`config.mk`:
```
export PLATFORM = sky130hd
export DESIGN_NAME = dec_scan_flat
export DESIGN_NICKNAME = d
export VERILOG_FILES = /design/src/rtl/dec_scan_if.sv /design/src/rtl/dec_scan.sv /design/src/flat_wrapper.sv
export SDC_FILE = /design/constraint.sdc
export NUM_CORES = 1
export LEC_CHECK = 0
export CAP_MARGIN = 25
export CORE_MARGIN = 2
export CORE_UTILIZATION = 45
export CTS_BUF_LIST = sky130_fd_sc_hd__clkbuf_4 sky130_fd_sc_hd__clkbuf_8
export CTS_CLUSTER_DIAMETER = 150
export CTS_CLUSTER_SIZE = 16
export DETAILED_ROUTE_END_ITERATION = 10
export PLACE_DENSITY = 0.85
export SLEW_MARGIN = 10
export SYNTH_ARGS = -nofsm -noshare
export SYNTH_HDL_FRONTEND = slang
export SYNTH_SLANG_ARGS = --single-unit
export TNS_END_PERCENT = 50
```
`constraint.sdc`:
```
create_clock -name clk -period 3.4 [get_ports clk]
set_clock_uncertainty 0.15 [all_clocks]
set_input_delay 0.34 -clock clk [delete_from_list [all_inputs] [get_ports clk]]
set_output_delay 0.34 -clock clk [all_outputs]
set_load 0.03 [all_outputs]
```
`src/rtl/dec_scan_if.sv`:
```
// dec_scan_if: handshake bundle between a select source, the decoder and the
// consumer of the decoded lines.
//   in_valid / in_ready / in_sel : request side (index to decode)
//   out_valid / out_ready        : output handshake
//   y                            : decoded lines (N_OUT wide)
//   idx                          : index currently held in y
// Modports:
//   master : the environment (drives requests, takes outputs)
//   slave  : the decoder itself
interface dec_scan_if #(
  parameter int SEL_W = 4,
  parameter int N_OUT = 10
);
  logic             in_valid;
  logic             in_ready;
  logic [SEL_W-1:0] in_sel;
  logic             out_valid;
  logic             out_ready;
  logic [N_OUT-1:0] y;
  logic [SEL_W-1:0] idx;

  modport master (
    output in_valid, in_sel, out_ready,
    input  in_ready, out_valid, y, idx
  );

  modport slave (
    input  in_valid, in_sel, out_ready,
    output in_ready, out_valid, y, idx
  );
endinterface

```
`src/rtl/dec_scan.sv`:
```
// dec_scan: registered N-of-2^SEL_W select decoder with valid/ready handshake
// and an optional autonomous scan mode.
// Ports:
//   clk   : clock, all state changes on the rising edge
//   rst   : synchronous active-high reset
//   mode  : 0 = direct decode, 1 = scan (only with DEC_SCAN_EN)
//   bus   : dec_scan_if.slave (in_valid/in_ready/in_sel, out_valid/out_ready,
//           y, idx)
//   err   : sticky flag, set when an index >= N_OUT is decoded
// Configuration macro: DEC_SCAN_EN builds the SCAN state, the scan/dwell
// counters and the mode input. Without it the block is a plain decoder and
// DWELL is accepted but unused.
module dec_scan #(
  parameter int SEL_W      = 4,
  parameter int N_OUT      = 10,
  parameter int ACTIVE_LOW = 1,
  parameter int DWELL      = 4
) (
  input  logic     clk,
  input  logic     rst,
  input  logic     mode,
  dec_scan_if.slave bus,
  output logic     err
);

  localparam logic [N_OUT-1:0] INACTIVE = {N_OUT{ACTIVE_LOW != 0}};

  typedef enum logic {DIRECT, SCAN} state_t;

  state_t           state;
  logic [N_OUT-1:0] y_q;
  logic [SEL_W-1:0] idx_q;
  logic             out_valid_q;
  logic             load_ok;
  logic             in_ready_c;

  // One-hot (or one-cold) decode; indices past N_OUT leave every line inactive.
  function automatic logic [N_OUT-1:0] decode(input logic [SEL_W-1:0] sel);
    logic [N_OUT-1:0] hot;
    hot = '0;
    for (int i = 0; i < N_OUT; i++) begin
      if (int'(sel) == i) hot[i] = 1'b1;
    end
    return (ACTIVE_LOW != 0) ? ~hot : hot;
  endfunction

  function automatic logic out_of_range(input logic [SEL_W-1:0] sel);
    return int'(sel) >= N_OUT;
  endfunction

  // The output register can take a new word when empty or being drained.
  assign load_ok = !out_valid_q || bus.out_ready;

`ifdef DEC_SCAN_EN
  localparam int DW = (DWELL > 1) ? $clog2(DWELL) : 1;
  localparam logic [DW-1:0]    DWELL_MAX = DW'(DWELL - 1);
  localparam logic [SEL_W-1:0] SCAN_MAX  = SEL_W'(N_OUT - 1);

  logic [SEL_W-1:0] scan_cnt;
  logic [DW-1:0]    dwell_cnt;

  // A pending mode=1 in DIRECT wins over a concurrent request.
  assign in_ready_c = !rst && load_ok && (state == DIRECT) && !mode;
`else
  localparam int unused_dwell = DWELL;
  logic unused_mode;
  assign unused_mode = mode;

  assign in_ready_c = !rst && load_ok;
`endif

  assign bus.in_ready  = in_ready_c;
  assign bus.y         = y_q;
  assign bus.idx       = idx_q;
  assign bus.out_valid = out_valid_q;

  always_ff @(posedge clk) begin
    if (rst) begin
      state       <= DIRECT;
      y_q         <= INACTIVE;
      idx_q       <= '0;
      out_valid_q <= 1'b0;
      err         <= 1'b0;
`ifdef DEC_SCAN_EN
      scan_cnt    <= '0;
      dwell_cnt   <= '0;
`endif
    end else begin
      case (state)
        DIRECT: begin
          if (bus.in_valid && in_ready_c) begin
            y_q         <= decode(bus.in_sel);
            idx_q       <= bus.in_sel;
            out_valid_q <= 1'b1;
            if (out_of_range(bus.in_sel)) err <= 1'b1;
          end else if (bus.out_ready) begin
            out_valid_q <= 1'b0;
          end
`ifdef DEC_SCAN_EN
          if (mode) begin
            state     <= SCAN;
            scan_cnt  <= '0;
            dwell_cnt <= '0;
          end
`endif
        end
`ifdef DEC_SCAN_EN
        SCAN: begin
          if (!mode) begin
            // Leaving scan: a held word stays until the consumer takes it.
            state     <= DIRECT;
            scan_cnt  <= '0;
            dwell_cnt <= '0;
            if (bus.out_ready) out_valid_q <= 1'b0;
          end else if (dwell_cnt == DWELL_MAX && load_ok) begin
            y_q         <= decode(scan_cnt);
            idx_q       <= scan_cnt;
            out_valid_q <= 1'b1;
            scan_cnt    <= (scan_cnt == SCAN_MAX) ? '0 : scan_cnt + 1'b1;
            dwell_cnt   <= '0;
          end else begin
            // Saturating dwell: a stall stretches the current slot.
            if (dwell_cnt != DWELL_MAX) dwell_cnt <= dwell_cnt + 1'b1;
            if (bus.out_ready) out_valid_q <= 1'b0;
          end
        end
`endif
        default: state <= DIRECT;
      endcase
    end
  end

endmodule

```
`src/flat_wrapper.sv`:
```
// flat-port wrapper written by rule: the top's interface ports become plain ports
module dec_scan_flat 
#(
  parameter int SEL_W      = 4,
  parameter int N_OUT      = 10,
  parameter int ACTIVE_LOW = 1,
  parameter int DWELL      = 4
)
  (clk, rst, mode, err, bus_in_valid, bus_in_sel, bus_out_ready, bus_in_ready, bus_out_valid, bus_y, bus_idx);
  dec_scan_if #(.SEL_W(SEL_W), .N_OUT(N_OUT)) bus_i ();
  input  logic clk;
  input  logic rst;
  input  logic mode;
  output logic err;
  input wire logic [$bits(bus_i.in_valid)-1:0] bus_in_valid;
  input wire logic [$bits(bus_i.in_sel)-1:0] bus_in_sel;
  input wire logic [$bits(bus_i.out_ready)-1:0] bus_out_ready;
  output wire logic [$bits(bus_i.in_ready)-1:0] bus_in_ready;
  output wire logic [$bits(bus_i.out_valid)-1:0] bus_out_valid;
  output wire logic [$bits(bus_i.y)-1:0] bus_y;
  output wire logic [$bits(bus_i.idx)-1:0] bus_idx;
  assign bus_i.in_valid = bus_in_valid;
  assign bus_i.in_sel = bus_in_sel;
  assign bus_i.out_ready = bus_out_ready;
  assign bus_in_ready = bus_i.in_ready;
  assign bus_out_valid = bus_i.out_valid;
  assign bus_y = bus_i.y;
  assign bus_idx = bus_i.idx;
  dec_scan #(.SEL_W(SEL_W), .N_OUT(N_OUT), .ACTIVE_LOW(ACTIVE_LOW), .DWELL(DWELL)) u_core (.clk(clk), .rst(rst), .mode(mode), .bus(bus_i), .err(err));
endmodule
```
==> metrics.md <==
| Metric | Value |
|---|---|
| Critical Path Start Type | `input port` |
| Syn Inst Count | `63` |
| Most Frequent Cell on Critical Path | `clkdlybuf4s50_1` |
| Routed WL | `1.52 mm` |
| # IOs | `26` |
| RSZ-0062 raised after global routing | `false` |
| Synth unique cells | `22` |
| Core Util, Final | `64.8%` |
| Slowest CP cell | `clkdlybuf4s50_1` |
| Period minus WS final | `2290 ps` |
| Post-synth EDFFs | `0` |
| Routed len/inst | `14.7 µm` |
| Netlist area before placement | `699 µm²` |
| Worst Hold Class | `reg2reg` |
| CP Capture Type | `output port` |
| DR vias | `562` |
| GRT Residual Overflow | `0` |
| Stages on worst setup path | `5` |
| Slowest stage delay, CP | `660 ps` |
| Arr. time, crit path | `1800 ps` |
| Nets | `97` |
| Hold Violations, Final | `0` |
| Initial antenna violation count | `0` |
| Worst path required time | `2910 ps` |
| Initial Util | `47.0%` |
| Biggest area consumer among synthesized cells | `dfxtp_1` |
| Reg2Reg Depth | `3` |
| Largest net degree at the start of global routing | `17` |
| DP Area | `928 µm²` |
| Buf/Inv on CP | `4` |
| Core area | `1490 µm²` |
| Leak | `0.353 nW` |
| Worst-path cell chain | `clkdlybuf4s50_1 -> buf_4 -> inv_2 -> and2_1 -> clkdlybuf4s50_1` |
| Worst R2R Setup Slack | `1990 ps` |
| Place WS | `1110 ps` |
| Die W | `43.4 µm` |
| Worst-Margin Slew | `443 ps` |
| Initial detailed-routing violation count | `6` |
| Top delay family on crit path | `buffers and inverters` |
| Detail Route Antenna Nets | `0` |
| Main synth FF type | `dfxtp_1` |
| Area grow syn2layout | `37.9%` |
| Asr flop ratio synth | `0%` |
| Yosys top cell area share | `45.8%` |
| Period utilization | `67.5%` |
| Critical Path Fanout Max | `16` |
| Worst hold stages | `1` |
| Cts bufs inserted | `3` |
| #FFs+latches synth | `16` |
| Top post-synthesis cells by count | `dfxtp_1 (16), a211oi_1 (10), a31oi_1 (8)` |
| Register area share after synthesis | `45.8%` |
| Dpl hpwl | `1.03 mm` |
| Die ar. | `1890 µm²` |
| Design Area, Final | `965 µm²` |
| Setup TNS | `0 ps` |
| Worst skew pair latency | `280 ps` |
| Fmax | `0.436 GHz` |
| Most common cell in the netlist | `dfxtp_1` |
| Number of H-tree levels | `1` |
| RD Place Congestion | `0.770` |
| Layout cells sized above 1 | `18.4%` |
| Number of global-route vias before repair | `574` |
| Mapped Avg Cell Area | `11.1 µm²` |
| Clock root buffer | `clkbuf_4` |
| Clock sinks | `16` |
| Final worst slack | `1110 ps` |
| I/O Buffers | `24` |
| Kind of critical path | `in2out` |
| Via density per instance | `5.46` |
| Syn Nets | `72` |
| Cell Rows | `14` |
| Ant diodes | `0` |
| VDD IR max | `0.236 mV` |
| Ranking of synthesized cells by area | `dfxtp_1 (46%), a211oi_1 (11%), mux2_4 (8.6%)` |
| GRT Total Usage | `17.9%` |
| Min Hold Slack | `349 ps` |
| Clock Tree Buf Depth | `2` |
| Clk slew on worst S/H paths | `90 ps` |
| Max Cap Viol | `0` |
| Slew Limit Fails | `0` |
| # hold bufs at CTS | `0` |
| Outcome | `finished clean` |
| Resized Gates After CTS | `0` |
| Pwr Density | `413 nW/µm²` |
| Residual DRC | `0` |
| CTS tree | `yes` |
| Warnings from Yosys | `0` |
| Setup-failing EPs final | `0` |
| Postcts setup bufs | `0` |
| Die height | `43.4 µm` |
| Drt pass-1 iters | `4` |
| Slew margin rel. | `70.4%` |
| First-pass GRT wire length | `2.54 mm` |
flip-flops by register name, summed over array words and instances (netlist names):
| name | cells |
|---|---|
| u_core.bus.idx | 4 |
| u_core.bus.y | 10 |
| u_core.bus.out_valid | 1 |
| u_core.err | 1 |
cell families after synthesis:
family | synth area share [%]
AOI/OAI and AO/OA | 24.5
DFF | 45.8
and+or+nand+nor | 14.5
buffers and inverters | 6.62
muxes | 8.59
worst register-to-register path, delay by kind of cell, from the launching register on:
family	cells	cell delay [ps]
simple gates	2	480
flops	1	350
mux	1	320
worst paths after layout:
check,endpoint,startpoint
worst min-delay path,u_core.err,u_core.err
worst max-delay path,bus_in_ready,rst
worst min register to register,u_core.err,u_core.err
worst max register to register,u_core.bus.idx[1],u_core.bus.out_valid
area by class of cell:
cell class	count	area [µm²]
well taps	16	20.0
multi-input cells	40	333
flip-flops and latches	16	320
inverters	2	7.51
clock buffers	4	36.3
fillers	122	524
repair buffers	25	248
through the flow:
step	std cells	total power, W
floorplan	63	0.000249
global placement	99	0.000276
detailed placement	99	0.000277
CTS	103	0.000402
global route	103	0.000414
finish	103	0.000398
layer usage:
metal | wire [µm] | global-route usage, % | up-vias
met1 | 688 | 23.4 | 257
met3 | 64 | 3.75 | 2
met4 | 19 | 7.27 | 0
met5 | 0 | 0 | -
li1 | - | - | 284
met2 | 743 | 29.0 | 19
layout by cell type, fill, tap and decap left out:
cell / Yosys / routed
and3_4: 1 / 1
nor2b_1: 4 / 4
clkbuf_8: 0 / 1
inv_2: 1 / 1
a211oi_1: 10 / 10
a21oi_1: 1 / 1
clkdlybuf4s50_1: 0 / 24
a31oi_1: 8 / 8
a41oi_1: 1 / 1
nor2_1: 2 / 2
and2b_1: 1 / 1
dfxtp_1: 16 / 16
clkbuf_4: 0 / 3
buf_4: 0 / 1
a41oi_2: 1 / 1
and2_1: 1 / 1
nand2b_4: 1 / 1
o21a_1: 1 / 1
and2b_4: 3 / 3
inv_1: 1 / 1
a22o_1: 1 / 1
mux2_4: 4 / 4
report_power, final:
group          internal [W]  leakage [nW]  switching, W
registers          0.000194         0.131    0.00000402
logic             0.0000355         0.201     0.0000392
clock network     0.0000652        0.0210     0.0000601
No activity file was read; power rests on OpenSTA's default activity.
